### config.mk
export PLATFORM = sky130hd
export DESIGN_NAME = digit_cell_renderer
export DESIGN_NICKNAME = d
export VERILOG_FILES = /design/src/rtl/digit_cell_renderer.sv
export SDC_FILE = /design/constraint.sdc
export NUM_CORES = 1
export LEC_CHECK = 0
export ABC_AREA = 1
export CAP_MARGIN = 20
export CORE_MARGIN = 2
export CORE_UTILIZATION = 39
export CTS_CLUSTER_DIAMETER = 100
export DETAILED_ROUTE_END_ITERATION = 8
export PLACE_DENSITY = 0.93
export RECOVER_POWER = 100
export REMOVE_ABC_BUFFERS = 1
export SYNTH_ARGS = -nofsm -noshare
export SYNTH_HDL_FRONTEND = slang
export SYNTH_SLANG_ARGS = --single-unit
### constraint.sdc
create_clock -name clk -period 1.72 [get_ports clk]
set_input_delay 0.258 -clock clk [delete_from_list [all_inputs] [get_ports clk]]
set_output_delay 0.258 -clock clk [all_outputs]
set_load 0.03 [all_outputs]
### src/rtl/digit_cell_renderer.sv
// Renders one glyph-ROM digit into a scaled screen box, 2-cycle pixel/sync latency.
// Optional DIGIT_BLINK_EN macro adds a 32-frame blink counter.
module digit_cell_renderer #(
  parameter logic [9:0]  X0         = 10'd320,
  parameter logic [9:0]  Y0         = 10'd240,
  parameter int unsigned SCALE_LOG2 = 3,
  parameter logic [7:0]  FG         = 8'hFF,
  parameter logic [7:0]  BG         = 8'h00
) (
  input  logic       clk,
  input  logic       reset,
  input  logic [9:0] pix_x,
  input  logic [9:0] pix_y,
  input  logic       video_on,
  input  logic       hsync_in,
  input  logic       vsync_in,
  input  logic       frame_start,
  input  logic [3:0] digit_in,
  input  logic       digit_load,
  input  logic       blink,
  output logic [2:0] row_sel,
  output logic [3:0] digit_sel,
  input  logic [4:0] glyph_code,
  output logic [7:0] rgb_out,
  output logic       hsync_out,
  output logic       vsync_out,
  output logic       pending
);

  localparam logic [10:0] BOX_W = 11'(5 << SCALE_LOG2);
  localparam logic [10:0] BOX_H = 11'(8 << SCALE_LOG2);
  localparam logic [10:0] X_LO  = {1'b0, X0};
  localparam logic [10:0] Y_LO  = {1'b0, Y0};
  localparam logic [10:0] X_HI  = X_LO + BOX_W;
  localparam logic [10:0] Y_HI  = Y_LO + BOX_H;

  logic [10:0] x_ext, y_ext, dx, dy;
  logic        in_box, glyph_bit, blank;

  logic [2:0] row_sel_d, row_sel_q;
  logic [2:0] col_d, col_q;
  logic       in_box_d, in_box_q;
  logic       video_on_d, video_on_q;
  logic       hsync_r1_d, hsync_r1_q;
  logic       vsync_r1_d, vsync_r1_q;
  logic [7:0] rgb_d, rgb_q;
  logic       hsync_out_d, hsync_out_q;
  logic       vsync_out_d, vsync_out_q;
  logic [3:0] digit_sel_d, digit_sel_q;
  logic [3:0] pend_d, pend_q;
  logic       pending_d, pending_q;

  // 11-bit compares so X0+W / Y0+H never wrap
  assign x_ext  = {1'b0, pix_x};
  assign y_ext  = {1'b0, pix_y};
  assign dx     = x_ext - X_LO;
  assign dy     = y_ext - Y_LO;
  assign in_box = video_on & (x_ext >= X_LO) & (x_ext < X_HI)
                           & (y_ext >= Y_LO) & (y_ext < Y_HI);

`ifdef DIGIT_BLINK_EN
  logic [4:0] frm_cnt_d, frm_cnt_q;

  assign frm_cnt_d = frame_start ? frm_cnt_q + 5'd1 : frm_cnt_q;
  assign blank     = blink & frm_cnt_q[4];

  always_ff @(posedge clk) begin
    if (reset) frm_cnt_q <= '0;
    else       frm_cnt_q <= frm_cnt_d;
  end
`else
  logic blink_unused;
  assign blink_unused = blink;
  assign blank        = 1'b0;
`endif

  always_comb begin
    row_sel_d   = '0;
    col_d       = '0;
    if (in_box) begin
      row_sel_d = 3'(dy >> SCALE_LOG2);
      col_d     = 3'(dx >> SCALE_LOG2);
    end
    in_box_d    = in_box;
    video_on_d  = video_on;
    hsync_r1_d  = hsync_in;
    vsync_r1_d  = vsync_in;

    // glyph_code bit4 is the leftmost column
    glyph_bit   = glyph_code[3'd4 - col_q] & ~blank;
    rgb_d       = (in_box_q & glyph_bit & (digit_sel_q <= 4'd9)) ? FG :
                  (video_on_q ? BG : 8'h00);
    hsync_out_d = hsync_r1_q;
    vsync_out_d = vsync_r1_q;

    digit_sel_d = digit_sel_q;
    pend_d      = pend_q;
    pending_d   = pending_q;
    if (digit_load) begin
      pend_d    = digit_in;
      pending_d = 1'b1;
    end
    // commit only at frame start so a frame is never torn
    if (frame_start) begin
      if (digit_load)     digit_sel_d = digit_in;
      else if (pending_q) digit_sel_d = pend_q;
      pending_d = 1'b0;
    end
  end

  always_ff @(posedge clk) begin
    if (reset) begin
      row_sel_q   <= '0;
      col_q       <= '0;
      in_box_q    <= 1'b0;
      video_on_q  <= 1'b0;
      hsync_r1_q  <= 1'b1;
      vsync_r1_q  <= 1'b1;
      rgb_q       <= 8'h00;
      hsync_out_q <= 1'b1;
      vsync_out_q <= 1'b1;
      digit_sel_q <= 4'hF;
      pend_q      <= '0;
      pending_q   <= 1'b0;
    end else begin
      row_sel_q   <= row_sel_d;
      col_q       <= col_d;
      in_box_q    <= in_box_d;
      video_on_q  <= video_on_d;
      hsync_r1_q  <= hsync_r1_d;
      vsync_r1_q  <= vsync_r1_d;
      rgb_q       <= rgb_d;
      hsync_out_q <= hsync_out_d;
      vsync_out_q <= vsync_out_d;
      digit_sel_q <= digit_sel_d;
      pend_q      <= pend_d;
      pending_q   <= pending_d;
    end
  end

  assign row_sel   = row_sel_q;
  assign digit_sel = digit_sel_q;
  assign rgb_out   = rgb_q;
  assign hsync_out = hsync_out_q;
  assign vsync_out = vsync_out_q;
  assign pending   = pending_q;

endmodule

After elaboration in Yosys (flattened, before gate mapping)
Cells that the tools add are included.

word-level totals
  register bits = 28
  input port bits = 37
  output and inout bits = 18
  word-level logic and storage cells = 36

cells by class
  add/subtract/negate cells = 3
  order comparisons = 6
  multiplexer cells = 5
  bitwise operators = 7
  reductions and logical operators = 4

operators with widths
  kind                                                          count
  less-than comparator 10 x 9 -> 1 bit (second input constant)  2
  >= comparator 10 x 8 -> 1 bit (second input constant)         1
  >= comparator 10 x 9 -> 1 bit (second input constant)         1
  two-way mux 4 bit                                             2
  two-way mux 8 bit                                             1
  AND 1 bit                                                     6
  subtractor 6 x 1 -> 6 bit (second input constant)             1
  subtractor 6 bit (second input constant)                      1
  less-or-equal comparator 4 bit (second input constant)        1
  less-than comparator 3 x 4 -> 1 bit (second input constant)   1
  OR reduction 2 bit                                            2
  binary-select mux 1 bit (select 3 bit)                        1
  subtractor 3 bit (first input constant)                       1
  AND reduction 2 bit                                           1
  nonzero test 2 bit                                            1
  two-way mux 1 bit                                             1
  NOT 1 bit                                                     1

Longest topological paths before layout
  word-level depth = 7
  gate-level depth with buffers = 8
  gate-level depth less buffers = 8

Worst setup path before layout
No wires, ideal clock.

  path type = flip-flop to flip-flop
  from = register col_q[0]
  to = register rgb_q[6], in the netlist rgb_out[6]
  setup time = 70 ps
  arrival time = 1011 ps
  required time = 1650 ps
  slack = 639 ps
  cell stages (with the launch flop) = 8
  path buffers = 0
  period minus slack after synthesis = 1081 ps
  path through = dfxtp_1 inv_1 ha_1 inv_1 nand3_1 nand2_1 nand2_1 a21oi_1

between the ends
  word-level cells in the longest chain between the ends = 6

RTL lines
  what                                     line  RTL
  from (decl)                              41    logic [2:0] col_d, col_q;
  from (signal assigned)                   127   col_q <= col_d;
  subtractor 3 bit                         90    glyph_bit = glyph_code[3'd4 - col_q] & ~blank;
  binary-select mux 1 bit (select 3 bit)   90
  two-way mux 1 bit (implied by the code)  90
  AND 1 bit (2 in a row)                   91    rgb_d = (in_box_q & glyph_bit & (digit_sel_q <= 4'd9)) ? FG :
  two-way mux 8 bit                        91
  to (signal assigned)                     132   rgb_q <= rgb_d;
  to (decl)                                46    logic [7:0] rgb_d, rgb_q;

No other way between the ends. The select of a mux whose other input is x is not followed.
A chain may end at the register's enable or synchronous reset.

Worst setup path after layout
  from = register digit_sel_q[2], in the netlist digit_sel[2]
  to = output port digit_sel[2]

RTL lines
  what                    line  RTL
  from (decl)             49    logic [3:0] digit_sel_d, digit_sel_q;
  from (signal assigned)  135   digit_sel_q <= digit_sel_d;
  to (decl)               22    output logic [3:0] digit_sel,

No word-level cell between the ends.

==> summary.txt <==
Cells and area
  – Syn-to-layout area delta: 49.10%
  – Final core area utilization: between 60 and 70%
  – Commonest non-fill, non-tap cell in the layout: clkdlybuf4s50_1
  – ANT cells: 0
  – FILL cells: approximately 210
  – Fin nets: ~200
  – Most frequent cells in the layout: clkdlybuf4s50_1, inv_1, dfxtp_1, nor2_1, nand2_1
  – Share of cells above drive strength 1: under 10%

Pwr
  – Pint: around 690 uW
  – Clk pwr share: around 26%
  – Flop pwr share: between 50 and 60%
  – Combinational power share: ~18%
  – VDD IR max: just under 0.6 mV
  – Switching share of power: 25.02%
  – Pwr/cell area: ~680 mW/mm^2
  – Psw: about 230 uW
  – Leakage: between 0.6 and 0.7 nW

STA
  – Skew final: 0.009097 ns
  – Rel. slew slack: roughly two thirds
  – Period utilization: between 90% and 100%
  – Final setup margin: 0.07132 ns
  – Final Hold Fails: 0
  – Fmax: between 600 and 700 MHz
  – RSZ-0062 raised after global routing: no
  – Worst Max-Slew Pin Slew: 0.5152 ns
  – Fin crit period: 1.649 ns
  – Setup Viol. Count Final: 0
  – Max Slew Vio Count: 0

Logic synthesis
  – FF+latch count, synth: 21
  – Yosys top cell area share: approximately 47%
  – Cell taking the most area after synthesis: dfxtp_1
  – Syn avg cell area: about 7.5 sq um
  – Synth area leaders: dfxtp_1, inv_1, nand2_1
  – Yosys cell types: 19
  – Synth warnings: 0
  – Post-Syn Area: 899.6 sq um
  – Synth Instances: 120
  – Sequential-to-total area share from yosys stat: 46.73%

Clocking
  – TritonCTS Buffers: 3
  – TritonCTS clock tree: built
  – Clk root buf: clkbuf_4
  – Clock sink count: 21
  – Clock Tree Buf Depth: 2
  – Clock transition at path regs: between 0.1 and 0.15 ns
  – Clk_lat worst skew: 0.30 ns
  – CTS resizes: 7
  – H-tree Lvls: 1
  – Post-CTS Setup Inserts: 0
  – Hold_buf cts: 0

Die
  – Initial Utilization: between 40 and 50%
  – CORE AREA: 0.002191 sq mm
  – I/O pin cnt: 55
  – DIE AREA: 0.002707 sq mm
  – Die Height: approximately 52 microns
  – # rows: 17
  – Chip width: between 50 and 60 microns

Detailed routing
  – Final WL: ~2000 microns
  – Post-DRT Antenna Nets: 0
  – Via count: 840
  – DRC: 0
  – Initial DRC Count: 9
  – Drt pass-1 iters: 4
  – Vias/cell: 4.398
  – Routed len/inst: roughly 11 microns

Place
  – Place WS: 0.1894 ns
  – IO buf count: 47
  – Gp weighted congestion: 0.6456
  – Post-DP HPWL: 1643 microns

Global route
  – All-layer global routing usage: 16.45%
  – Vias in the first global route: ~800
  – Largest net degree at the start of global routing: 14
  – Remaining global-route overflow: 0
  – First-pass GRT wire length: between 3000 and 4000 microns
  – Initial antenna violation count: 0

Setup path
  – Worst Path Max Fanout: 3
  – WP data required: about 1.5 ns
  – Delay-heaviest family, CP: buffers and inverters
  – CP max stage delay: approximately 0.70 ns
  – Crit. End Element: output pin
  – Critical path cell sequence: clkdlybuf4s50_1
  – Critical path class: register to output pin
  – Buf/Inv on CP: 1
  – CP startpoint kind: register
  – Critical Path AT: about 1.4 ns
  – Slowest CP cell: clkdlybuf4s50_1

Run
  – Max-capacitance violation count: 0

Outcome
  – Outcome: completed

Hold path
  – Hold Path Class: register to register
## worst reg2reg max path, cell delays in order (launching register included)
cell,delay [ns]
dfxtp_1,0.38
inv_1,0.09
ha_1,0.32
inv_1,0.08
nand3_1,0.08
nand2_1,0.07
nand2_1,0.05
a21oi_1,0.10
## stage by stage
stage / total power [mW] / cell area [sq um] / std cells / TNS [ns] / hold WS (ns)
after floorplan: 0.5884 / 830.8 / 111 / -2.791 / 0.3304
after detailed placement: 0.6972 / 1344 / 187 / 0 / 0.3994
after CTS: 0.9337 / 1363 / 191 / 0 / 0.4311
after global routing: 0.9659 / 1341 / 191 / 0 / 0.4410
final: 0.9142 / 1341 / 191 / 0 / 0.4292
after global placement: 0.6885 / 1344 / 187 / 0 / 0.3957
## state kept, by name, indices dropped and copies added (netlist names)
name         flops
col_q            3
rgb_out          1
vsync_out        1
row_sel          3
digit_sel        4
hsync_out_d      1
in_box_q         1
pending          1
pend_q           4
vsync_out_d      1
hsync_out        1
## routing by layer
metal	up-vias	routed length, microns	part of all wire, %	track usage (%)
met1	366	758	37	15.68
li1	443	-	-	-
met4	0	22	1.1	6.579
met5	-	0	0	0
met3	2	130	6.4	2.874
met2	29	1123	55	33.54
## area by class of cell
class / count / area (sq um) / area share, %
clock buffer: 3 / 22.52 / 1.679
clock inverter: 1 / 5.005 / 0.3731
inverter: 23 / 86.33 / 6.437
multi-input combinational: 67 / 319.1 / 23.79
sequential: 21 / 420.4 / 31.34
tap: 28 / 35.03 / 2.612
timing repair buffer: 48 / 452.9 / 33.77
## worst paths after layout
path           startpoint           end  slack [ns]  cells after the start
max          digit_sel[2]  digit_sel[2]        0.07                      1
min           hsync_out_d     hsync_out        0.43                      1
max reg2reg      col_q[0]    rgb_out[6]        0.51                      7
min reg2reg   hsync_out_d     hsync_out        0.43                      1
## power by group through the flow
stage	clock network, mW	logic, mW	registers, mW
after floorplan	0	0.0436	0.545
after global placement	0	0.164	0.524
after detailed placement	0	0.171	0.526
after CTS	0.247	0.172	0.515
after global routing	0.267	0.181	0.517
final	0.235	0.164	0.515
## cell usage after synthesis
| cell | n |
|---|---|
| nand2_1 | 20 |
| o21ai_4 | 1 |
| nand3_1 | 3 |
| nor2_1 | 20 |
| ha_1 | 2 |
| or2_1 | 1 |
| nor3_1 | 1 |
| buf_2 | 1 |
| buf_4 | 7 |
| inv_2 | 1 |
| dfxtp_1 | 21 |
| o21ai_1 | 5 |
| o21ai_0 | 4 |
| nand3b_1 | 1 |
| nand3_2 | 1 |
| inv_1 | 22 |
| buf_6 | 1 |
| or2_2 | 3 |
| a21oi_1 | 5 |
## cells by family (layout without fill, tap and decap cells)
| logic type | Yosys count | count (layout) | share of synthesized area (%) |
|---|---|---|---|
| AOI/OAI and AO/OA | 15 | 15 | 9.596 |
| adders and majority gates | 2 | 2 | 2.781 |
| buffers and inverters | 32 | 75 | 17.25 |
| DFF | 21 | 21 | 46.73 |
| and+or+nand+nor | 50 | 50 | 23.64 |
Note: power is estimated with default switching activity, not from simulation.
